`config.mk`:
```
export PLATFORM = sky130hd
export DESIGN_NAME = uart_rx_fifo
export DESIGN_NICKNAME = d
export VERILOG_FILES = /design/src/rtl/uart_pkg.sv /design/src/rtl/uart_fifo_mem.sv /design/src/rtl/uart_rx_fifo.sv
export SDC_FILE = /design/constraint.sdc
export NUM_CORES = 1
export LEC_CHECK = 0
export ABC_AREA = 0
export CELL_PAD_IN_SITES_DETAIL_PLACEMENT = 2
export CELL_PAD_IN_SITES_GLOBAL_PLACEMENT = 2
export CORE_MARGIN = 2
export CORE_UTILIZATION = 45
export DETAILED_ROUTE_END_ITERATION = 16
export MAX_ROUTING_LAYER = met4
export PLACE_DENSITY = 0.81
export RECOVER_POWER = 100
export SYNTH_ARGS = -nofsm -noshare
export SYNTH_HDL_FRONTEND = slang
export SYNTH_SLANG_ARGS = --single-unit
```
`constraint.sdc`:
```
create_clock -name clk -period 2.75 [get_ports clk]
set_input_delay 0.4125 -clock clk [delete_from_list [all_inputs] [get_ports clk]]
set_output_delay 0.4125 -clock clk [all_outputs]
set_load 0.05 [all_outputs]
```
`src/rtl/uart_pkg.sv`:
```
// Shared UART constants and types used by the receiver, transmitter and RX FIFO.
package uart_pkg;

   localparam int unsigned UART_DATA_W        = 8;
   localparam int unsigned UART_RX_FIFO_DEPTH = 16;
   // 100 MHz system clock, 115200 baud
   localparam int unsigned CLKS_PER_BIT       = 868;

   typedef logic [UART_DATA_W-1:0] uart_byte_t;

endpackage : uart_pkg

```
`src/rtl/uart_fifo_mem.sv`:
```
// DEPTH x DATA_W register array: synchronous write, asynchronous read, no reset.
module uart_fifo_mem #(
   parameter int unsigned DATA_W = 8,
   parameter int unsigned DEPTH  = 16,
   parameter int unsigned ADDR_W = $clog2(DEPTH)
) (
   input  logic              clk,
   input  logic              we,
   input  logic [ADDR_W-1:0] waddr,
   input  logic [DATA_W-1:0] wdata,
   input  logic [ADDR_W-1:0] raddr,
   output logic [DATA_W-1:0] rdata
);

   logic [DATA_W-1:0] mem_q [DEPTH];

   always_ff @(posedge clk) begin
      if (we) begin
         mem_q[waddr] <= wdata;
      end
   end

   assign rdata = mem_q[raddr];

endmodule : uart_fifo_mem

```
`src/rtl/uart_rx_fifo.sv`:
```
// First-word-fall-through byte FIFO behind the UART receiver with sticky overflow.
// Define UART_RX_FIFO_HWM_EN to add the HIGH_WATER parameter and almost_full output.
module uart_rx_fifo
   import uart_pkg::*;
#(
   parameter int unsigned DATA_W     = UART_DATA_W,
   parameter int unsigned DEPTH      = UART_RX_FIFO_DEPTH
`ifdef UART_RX_FIFO_HWM_EN
  ,parameter int unsigned HIGH_WATER = DEPTH - 4
`endif
) (
   input  logic                       clk,
   input  logic                       rst_n,
   input  logic                       rx_valid,
   input  logic [DATA_W-1:0]          rx_byte,
   output logic                       out_valid,
   output logic [DATA_W-1:0]          out_byte,
   input  logic                       out_ready,
   output logic [$clog2(DEPTH):0]     count,
   output logic                       full,
   output logic                       empty,
   output logic                       overflow,
   input  logic                       ovf_clr
`ifdef UART_RX_FIFO_HWM_EN
  ,output logic                       almost_full
`endif
);

   localparam int unsigned ADDR_W = $clog2(DEPTH);
   localparam int unsigned CNT_W  = ADDR_W + 1;

   logic [ADDR_W-1:0] wr_ptr_q, wr_ptr_d;
   logic [ADDR_W-1:0] rd_ptr_q, rd_ptr_d;
   logic [CNT_W-1:0]  count_q,  count_d;
   logic              ovf_q,    ovf_d;
   logic              push_c,   pop_c;

   // Flags decode straight from the registered count
   assign full      = (count_q == CNT_W'(DEPTH));
   assign empty     = (count_q == '0);
   assign out_valid = !empty;
   assign count     = count_q;
   assign overflow  = ovf_q;

   assign pop_c  = out_valid && out_ready;
   assign push_c = rx_valid && (!full || pop_c);

   always_comb begin
      wr_ptr_d = wr_ptr_q;
      rd_ptr_d = rd_ptr_q;
      count_d  = count_q;
      ovf_d    = ovf_q;

      if (push_c) wr_ptr_d = wr_ptr_q + ADDR_W'(1);
      if (pop_c)  rd_ptr_d = rd_ptr_q + ADDR_W'(1);

      case ({push_c, pop_c})
         2'b10:   count_d = count_q + CNT_W'(1);
         2'b01:   count_d = count_q - CNT_W'(1);
         default: count_d = count_q;
      endcase

      // A drop in the same cycle as a clear keeps the flag set
      if (ovf_clr)                       ovf_d = 1'b0;
      if (rx_valid && full && !pop_c)    ovf_d = 1'b1;
   end

   always_ff @(posedge clk or negedge rst_n) begin
      if (!rst_n) begin
         wr_ptr_q <= '0;
         rd_ptr_q <= '0;
         count_q  <= '0;
         ovf_q    <= 1'b0;
      end else begin
         wr_ptr_q <= wr_ptr_d;
         rd_ptr_q <= rd_ptr_d;
         count_q  <= count_d;
         ovf_q    <= ovf_d;
      end
   end

`ifdef UART_RX_FIFO_HWM_EN
   logic af_q;

   // Registered from next_count so it lines up with count
   always_ff @(posedge clk or negedge rst_n) begin
      if (!rst_n) begin
         af_q <= 1'b0;
      end else begin
         af_q <= (count_d >= CNT_W'(HIGH_WATER));
      end
   end

   assign almost_full = af_q;
`endif

   uart_fifo_mem #(
      .DATA_W (DATA_W),
      .DEPTH  (DEPTH),
      .ADDR_W (ADDR_W)
   ) u_mem (
      .clk   (clk),
      .we    (push_c),
      .waddr (wr_ptr_q),
      .wdata (rx_byte),
      .raddr (rd_ptr_q),
      .rdata (out_byte)
   );

endmodule : uart_rx_fifo

```
==> impl_metrics.json, run 1 <==
{
  "status": "finished clean",
  "antenna_left": 0,
  "antenna_found_initial": 0,
  "ios": 30,
  "clock_skew_ps": 10.3,
  "diodes": 0,
  "yosysSeqAreaShare": 0.725,
  "drv_cap": 0,
  "async_flop_share": 0.0986,
  "dp_hpwl_mm": 9.65,
  "initial_core_util": 0.460,
  "path_max_fanout": 18,
  "area_growth_pct": 18.4,
  "fin_crit_sh": 0.961,
  "drc": 0,
  "max_stage_delay_ps": 520,
  "hold_viol_final": 0,
  "htreeDepth": 4,
  "dp.cells": 501,
  "drtPass1Iterations": 4,
  "coreArea_um2": 12600,
  "synth_enable_flop_cells": 128,
  "vias": 3066,
  "fin_util": 0.545,
  "totalWireLength_mm": 14.7,
  "path_class": "reg -> out",
  "worstHoldPathType": "in -> async",
  "synthTopCellsByCount": "edfxtp_1, mux4_2, a22oi_1",
  "worst_pin_slew_ps": 1170,
  "grtUsageTotal": 0.236,
  "setup_viol": 0,
  "die_h_um": 117,
  "cts_sinks": 142,
  "yosysWarnings": 0,
  "die_w_um": 117,
  "post_drt_wl_per_cell_um": 27.5,
  "critPathArrivalTime_ps": 2230,
  "final_area_um2": 6850,
  "first_global_vias": 3449,
  "layout-drive-gt1-share": 0.231,
  "grt_overflow": 0,
  "slew_viol_final": 0,
  "end_kind": "output pin",
  "setup_tns_ps": 0,
  "die-area_um2": 13800,
  "rows": 41,
  "netlist_top_cells_area": "edfxtp_1, mux4_2, dfrtp_1, a22oi_1, ha_1",
  "synthFlopType": "edfxtp_1",
  "synth.avg_cell_area_um2": 19.2,
  "cp-start-kind": "flop",
  "finalHoldWorstSlack_ps": 516,
  "synth_cells": 302,
  "place_area_um2": 6350,
  "yosys_register_bits": 142,
  "grt_max_degree": 34,
  "multi_input_area_um2": 1520,
  "vdd_drop_max_mv": 0.601,
  "io_buffers": 29,
  "crit_chain": "buf_12 -> mux4_2 -> a22oi_1 -> nand2_1 -> clkbuf_4",
  "cp_top_family": "multiplexers",
  "cp.buffers_inverters": 2,
  "clock_latency_ps": 420,
  "synth.distinct_cells": 41,
  "ctsHoldBuffers": 0,
  "final_cells": 535,
  "yosysMostFrequentCell": "edfxtp_1",
  "timing.final.crit_period_ps": 2640,
  "fmax_mhz": 379,
  "fillCellCount": 1087,
  "seqCellArea_um2": 4200,
  "clk_path_buf_depth": 2,
  "power_density_nw_per_um2": 1150,
  "cts_tree": "done",
  "grt_pass1_wl_mm": 22.4,
  "clkTransAtPathRegs_ps": 60,
  "drt_iter0_markers": 300,
  "synth_top_area_frac": 0.664,
  "synth_area_um2": 5790,
  "timing.slew.headroom": 0.211,
  "numCtsBuffers": 17,
  "rsz0062_at_grt": "false",
  "finalWeightedCongestion": 0.751,
  "yosys.area.top_type": "edfxtp_1",
  "cpMaxStageDelayCell": "mux4_2",
  "synth_nets": 324,
  "cp.required_ps": 2340,
  "power_leakage_nw": 2.36,
  "drt-vias-per-instance": 5.73,
  "clockRootBuffer": "clkbuf_16",
  "finalNetCount": 372
}
## registers in the layout, summed over array words and instances, names as in the netlist
| name | flops |
|---|---|
| count | 5 |
| overflow | 1 |
| rd_ptr_q | 4 |
| u_mem.mem_q | 128 |
| wr_ptr_q | 4 |
## cells by family after synthesis
| family | after synthesis | synth area share |
|---|---|---|
| AO/OA/AOI/OAI | 29 | 0.0404 |
| XOR/XNOR | 9 | 0.0136 |
| adder cells (fa/ha/maj) | 9 | 0.0208 |
| buffers and inverters | 23 | 0.0160 |
| flip-flops | 142 | 0.725 |
| multiplexers | 35 | 0.131 |
| AND/OR/NAND/NOR | 55 | 0.0532 |
## final cells by class
type | count | area share
multi-input combinational | 137 | 0.221
tap | 172 | 0.0314
clock buffer | 29 | 0.0716
clock inverter | 3 | 0.00201
sequential | 142 | 0.613
timing repair buffer | 43 | 0.0559
inverter | 9 | 0.00493
## final timing paths
path	from	slack, ps	endpoint	depth (start not counted)
worst max-delay path	rd_ptr_q[0]	110	out_byte[1]	5
worst min-delay path	rst_n	520	wr_ptr_q[1]	1
worst max register to register	count[1]	260	count[4]	9
worst min register to register	overflow	540	overflow	2
max in group asynchronous	rst_n	1670	rd_ptr_q[0]	1
min in group clk	overflow	540	overflow	2
## layout by cell type (no fill, tap or decap), drive strengths merged, types with 2 or more instances in the layout
master           n
edfxtp         128
clkbuf          36
mux4            32
dlygate4sd3     16
a22oi           16
buf             15
dfrtp           14
nand2           12
inv              9
and3             9
nor2             8
ha               8
xnor2            7
and2             7
nand3            5
clkdlybuf4s50    3
mux2             3
nand2b           3
clkinv           3
nor4             3
nor2b            2
nor3             2
xor2             2
a21oi            2
o211ai           2
dlygate4sd2      2
o22ai            2
a22o             2
## metal layers
| layer | wire length, um | vias up | global-route usage |
|---|---|---|---|
| met5 | 0 | - | - |
| met4 | 225 | 0 | 0.0798 |
| met3 | 513 | 11 | 0.0545 |
| met2 | 7940 | 74 | 0.388 |
| met1 | 6040 | 1666 | 0.292 |
| li1 | - | 1315 | - |
## worst register-to-register path, delay by kind of cell, from the launching register on
kind            cells  cell delay [ps]
flops               1              470
compound gates      3              670
fa+ha+maj           1              320
buf+inv             1              100
simple gates        4              840
## power by group
part           leakage (nW)  internal [W]  switching (W)
registers              1.32       0.00266       0.000239
logic                 0.793       0.00116        0.00179
clock network         0.245       0.00119       0.000803
## repair_timing
action                                  4_1_cts  5_1_grt
buffers inserted                              2        0
endpoints found under the setup margin       10        1
gates resized for setup                       4        1
endpoints found under the hold margin         0        0
## metrics by stage
step | total power [W] | worst slack (ps)
final | 0.00785 | 108
after global routing | 0.00821 | 0.325
after CTS | 0.00796 | 75.5
after detailed placement | 0.00591 | 215
after global placement | 0.00575 | 298
after floorplan | 0.00490 | 69.9
Note: power is estimated with default switching activity, not from simulation.
==> run 2, diff against run 1 <==
--- a/config.mk
+++ b/config.mk
@@ -12,7 +12,7 @@
 export CORE_UTILIZATION = 45
 export DETAILED_ROUTE_END_ITERATION = 16
 export MAX_ROUTING_LAYER = met4
-export PLACE_DENSITY = 0.81
+export PLACE_DENSITY_LB_ADDON = 0.08
 export RECOVER_POWER = 100
 export SYNTH_ARGS = -nofsm -noshare
 export SYNTH_HDL_FRONTEND = slang
==> run 2 against run 1 <==
Setup slack better by 11 ps; combinational power shrank 2%; non-clock buffer count up 1; clock skew down 1.6 ps; global-route usage down 0.67 points; final cell count is 0.19% higher; sequential power hardly changed; clock power increased by 7%.
==> impl_metrics.json, run 2 (synthesized netlist as in run 1, its figures left out) <==
{
  "switchingPower_w": 0.00281,
  "layout_commonest_cell": "edfxtp_1",
  "status": "finished clean",
  "worstHoldPathType": "in -> async",
  "totalWireLength_mm": 14.0,
  "antenna_found_initial": 0,
  "vdd_drop_max_mv": 0.645,
  "die_h_um": 117,
  "fin_util": 0.547,
  "first_global_vias": 3405,
  "grt_pass1_wl_mm": 21.7,
  "finalNetCount": 373,
  "timing.slew.headroom": 0.287,
  "layout-drive-gt1-share": 0.239,
  "fmax_mhz": 380,
  "dr.max_layer_used": "met4",
  "power_density_nw_per_um2": 1150,
  "grt_overflow": 0,
  "vias": 3008,
  "die-area_um2": 13800,
  "wl_met1_mm": 6.03,
  "seqCellArea_um2": 4200,
  "r2r_slack_ps": 210,
  "dp.cells": 502,
  "cts_sinks": 142,
  "grt_max_degree": 33,
  "htreeDepth": 4,
  "largest_reg_flops": 128,
  "power_frac_comb": 0.366,
  "cts_tree": "done",
  "worst_pin_slew_ps": 1060,
  "fin_ws_ps": 119,
  "slew_viol_final": 0,
  "area_growth_pct": 18.9,
  "setup_viol": 0,
  "swShare": 0.354,
  "cp-start-kind": "flop",
  "power_frac_clock": 0.271,
  "setup_tns_ps": 0,
  "drv_cap": 0,
  "critPathArrivalTime_ps": 2220,
  "wl_met3_um": 451,
  "drt_iter0_markers": 212,
  "final_area_um2": 6880,
  "drt-vias-per-instance": 5.61,
  "io_buffers": 29,
  "post_drt_wl_per_cell_um": 26.0,
  "clock_latency_ps": 420,
  "end_kind": "output pin",
  "drc": 0,
  "fin_crit_sh": 0.957,
  "timing.final.crit_period_ps": 2630,
  "initial_core_util": 0.460,
  "final_cell_mix": "edfxtp_1, mux4_2, clkbuf_16",
  "clock_skew_ps": 8.71,
  "grtUsageTotal": 0.230,
  "clk_path_buf_depth": 2,
  "ctsHoldBuffers": 0,
  "pre_cts_ws_ps": 157,
  "clkTransAtPathRegs_ps": 60,
  "rows": 41,
  "internal_power_w": 0.00513,
  "clockRootBuffer": "clkbuf_16",
  "diodes": 0,
  "coreArea_um2": 12600,
  "rsz0062_at_grt": "false",
  "drtPass1Iterations": 6,
  "path_class": "reg -> out",
  "path_max_fanout": 9,
  "ios": 30,
  "fillCellCount": 1102,
  "pwr-share-seq": 0.364,
  "numCtsBuffers": 17,
  "antenna_left": 0,
  "power_leakage_nw": 2.38,
  "finalWeightedCongestion": 0.827,
  "wl_met2_mm": 7.26,
  "regMostFlops": "u_mem.mem_q",
  "multi_input_area_um2": 1500,
  "hold_viol_final": 0,
  "die_w_um": 117,
  "dp_hpwl_mm": 9.26,
  "final_cells": 536,
  "place_area_um2": 6370,
  "cp.required_ps": 2340
}
## run 2: cell types whose count changed in the layout (fill, tap and decap cells not counted), sizes merged
| cell | previous run | this run |
|---|---|---|
| buf | 15 | 17 |
| bufinv | 0 | 2 |
| clkbuf | 36 | 30 |
| clkinv | 3 | 6 |
| clkinvlp | 0 | 1 |
| inv | 9 | 8 |
## run 2: cell type report
type | count | share of cell area
clock buffer | 24 | 0.0657
clock inverter | 8 | 0.0133
inverter | 9 | 0.00509
multi-input combinational | 137 | 0.218
sequential | 142 | 0.610
tap | 172 | 0.0313
timing repair buffer | 44 | 0.0571
## run 2: per-stage QoR
step	hold WS (ps)	power [W]
3_3_place_gp	532	0.00582
5_1_grt	503	0.00832
4_1_cts	426	0.00811
2_1_floorplan	117	0.00490
3_5_place_dp	537	0.00593
6_report	485	0.00794
## run 2: critical path, stage by stage (launching register included)
cell and delay (ps):
dfrtp_2 450, buf_6 210, mux4_2 510, a22oi_1 310, nand2_1 110, buf_4 200
## run 2: final timing paths
kind	startpoint	to	cells after the start
worst max-delay path	rd_ptr_q[0]	out_byte[1]	5
min in group clk	overflow	overflow	2
max in group asynchronous	rst_n	rd_ptr_q[0]	1
worst max register to register	count[1]	count[4]	9
worst min register to register	overflow	overflow	2
worst min-delay path	rst_n	count[3]	1
## run 2: timing repair
action / CTS / global route
endpoints found under the setup margin: 3 / 3
setup buffers: 1 / 1
gates resized for setup: 2 / 2
hold endpoints to repair: 0 / 0
gates cloned: 0 / 0
## run 2: power by group through the flow
stage / Sequential, W / Combinational (W) / Clock [W]
6_report: 0.00289 / 0.00290 / 0.00215
5_1_grt: 0.00292 / 0.00313 / 0.00227
4_1_cts: 0.00290 / 0.00302 / 0.00219
3_5_place_dp: 0.00294 / 0.00299 / 0
3_3_place_gp: 0.00291 / 0.00291 / 0
2_1_floorplan: 0.00294 / 0.00196 / 0
## run 2: per-layer routing
metal | GRT usage | vias up
li1 | - | 1324
met1 | 0.281 | 1607
met4 | 0.0791 | 0
met5 | - | -
met2 | 0.375 | 62
met3 | 0.0584 | 15
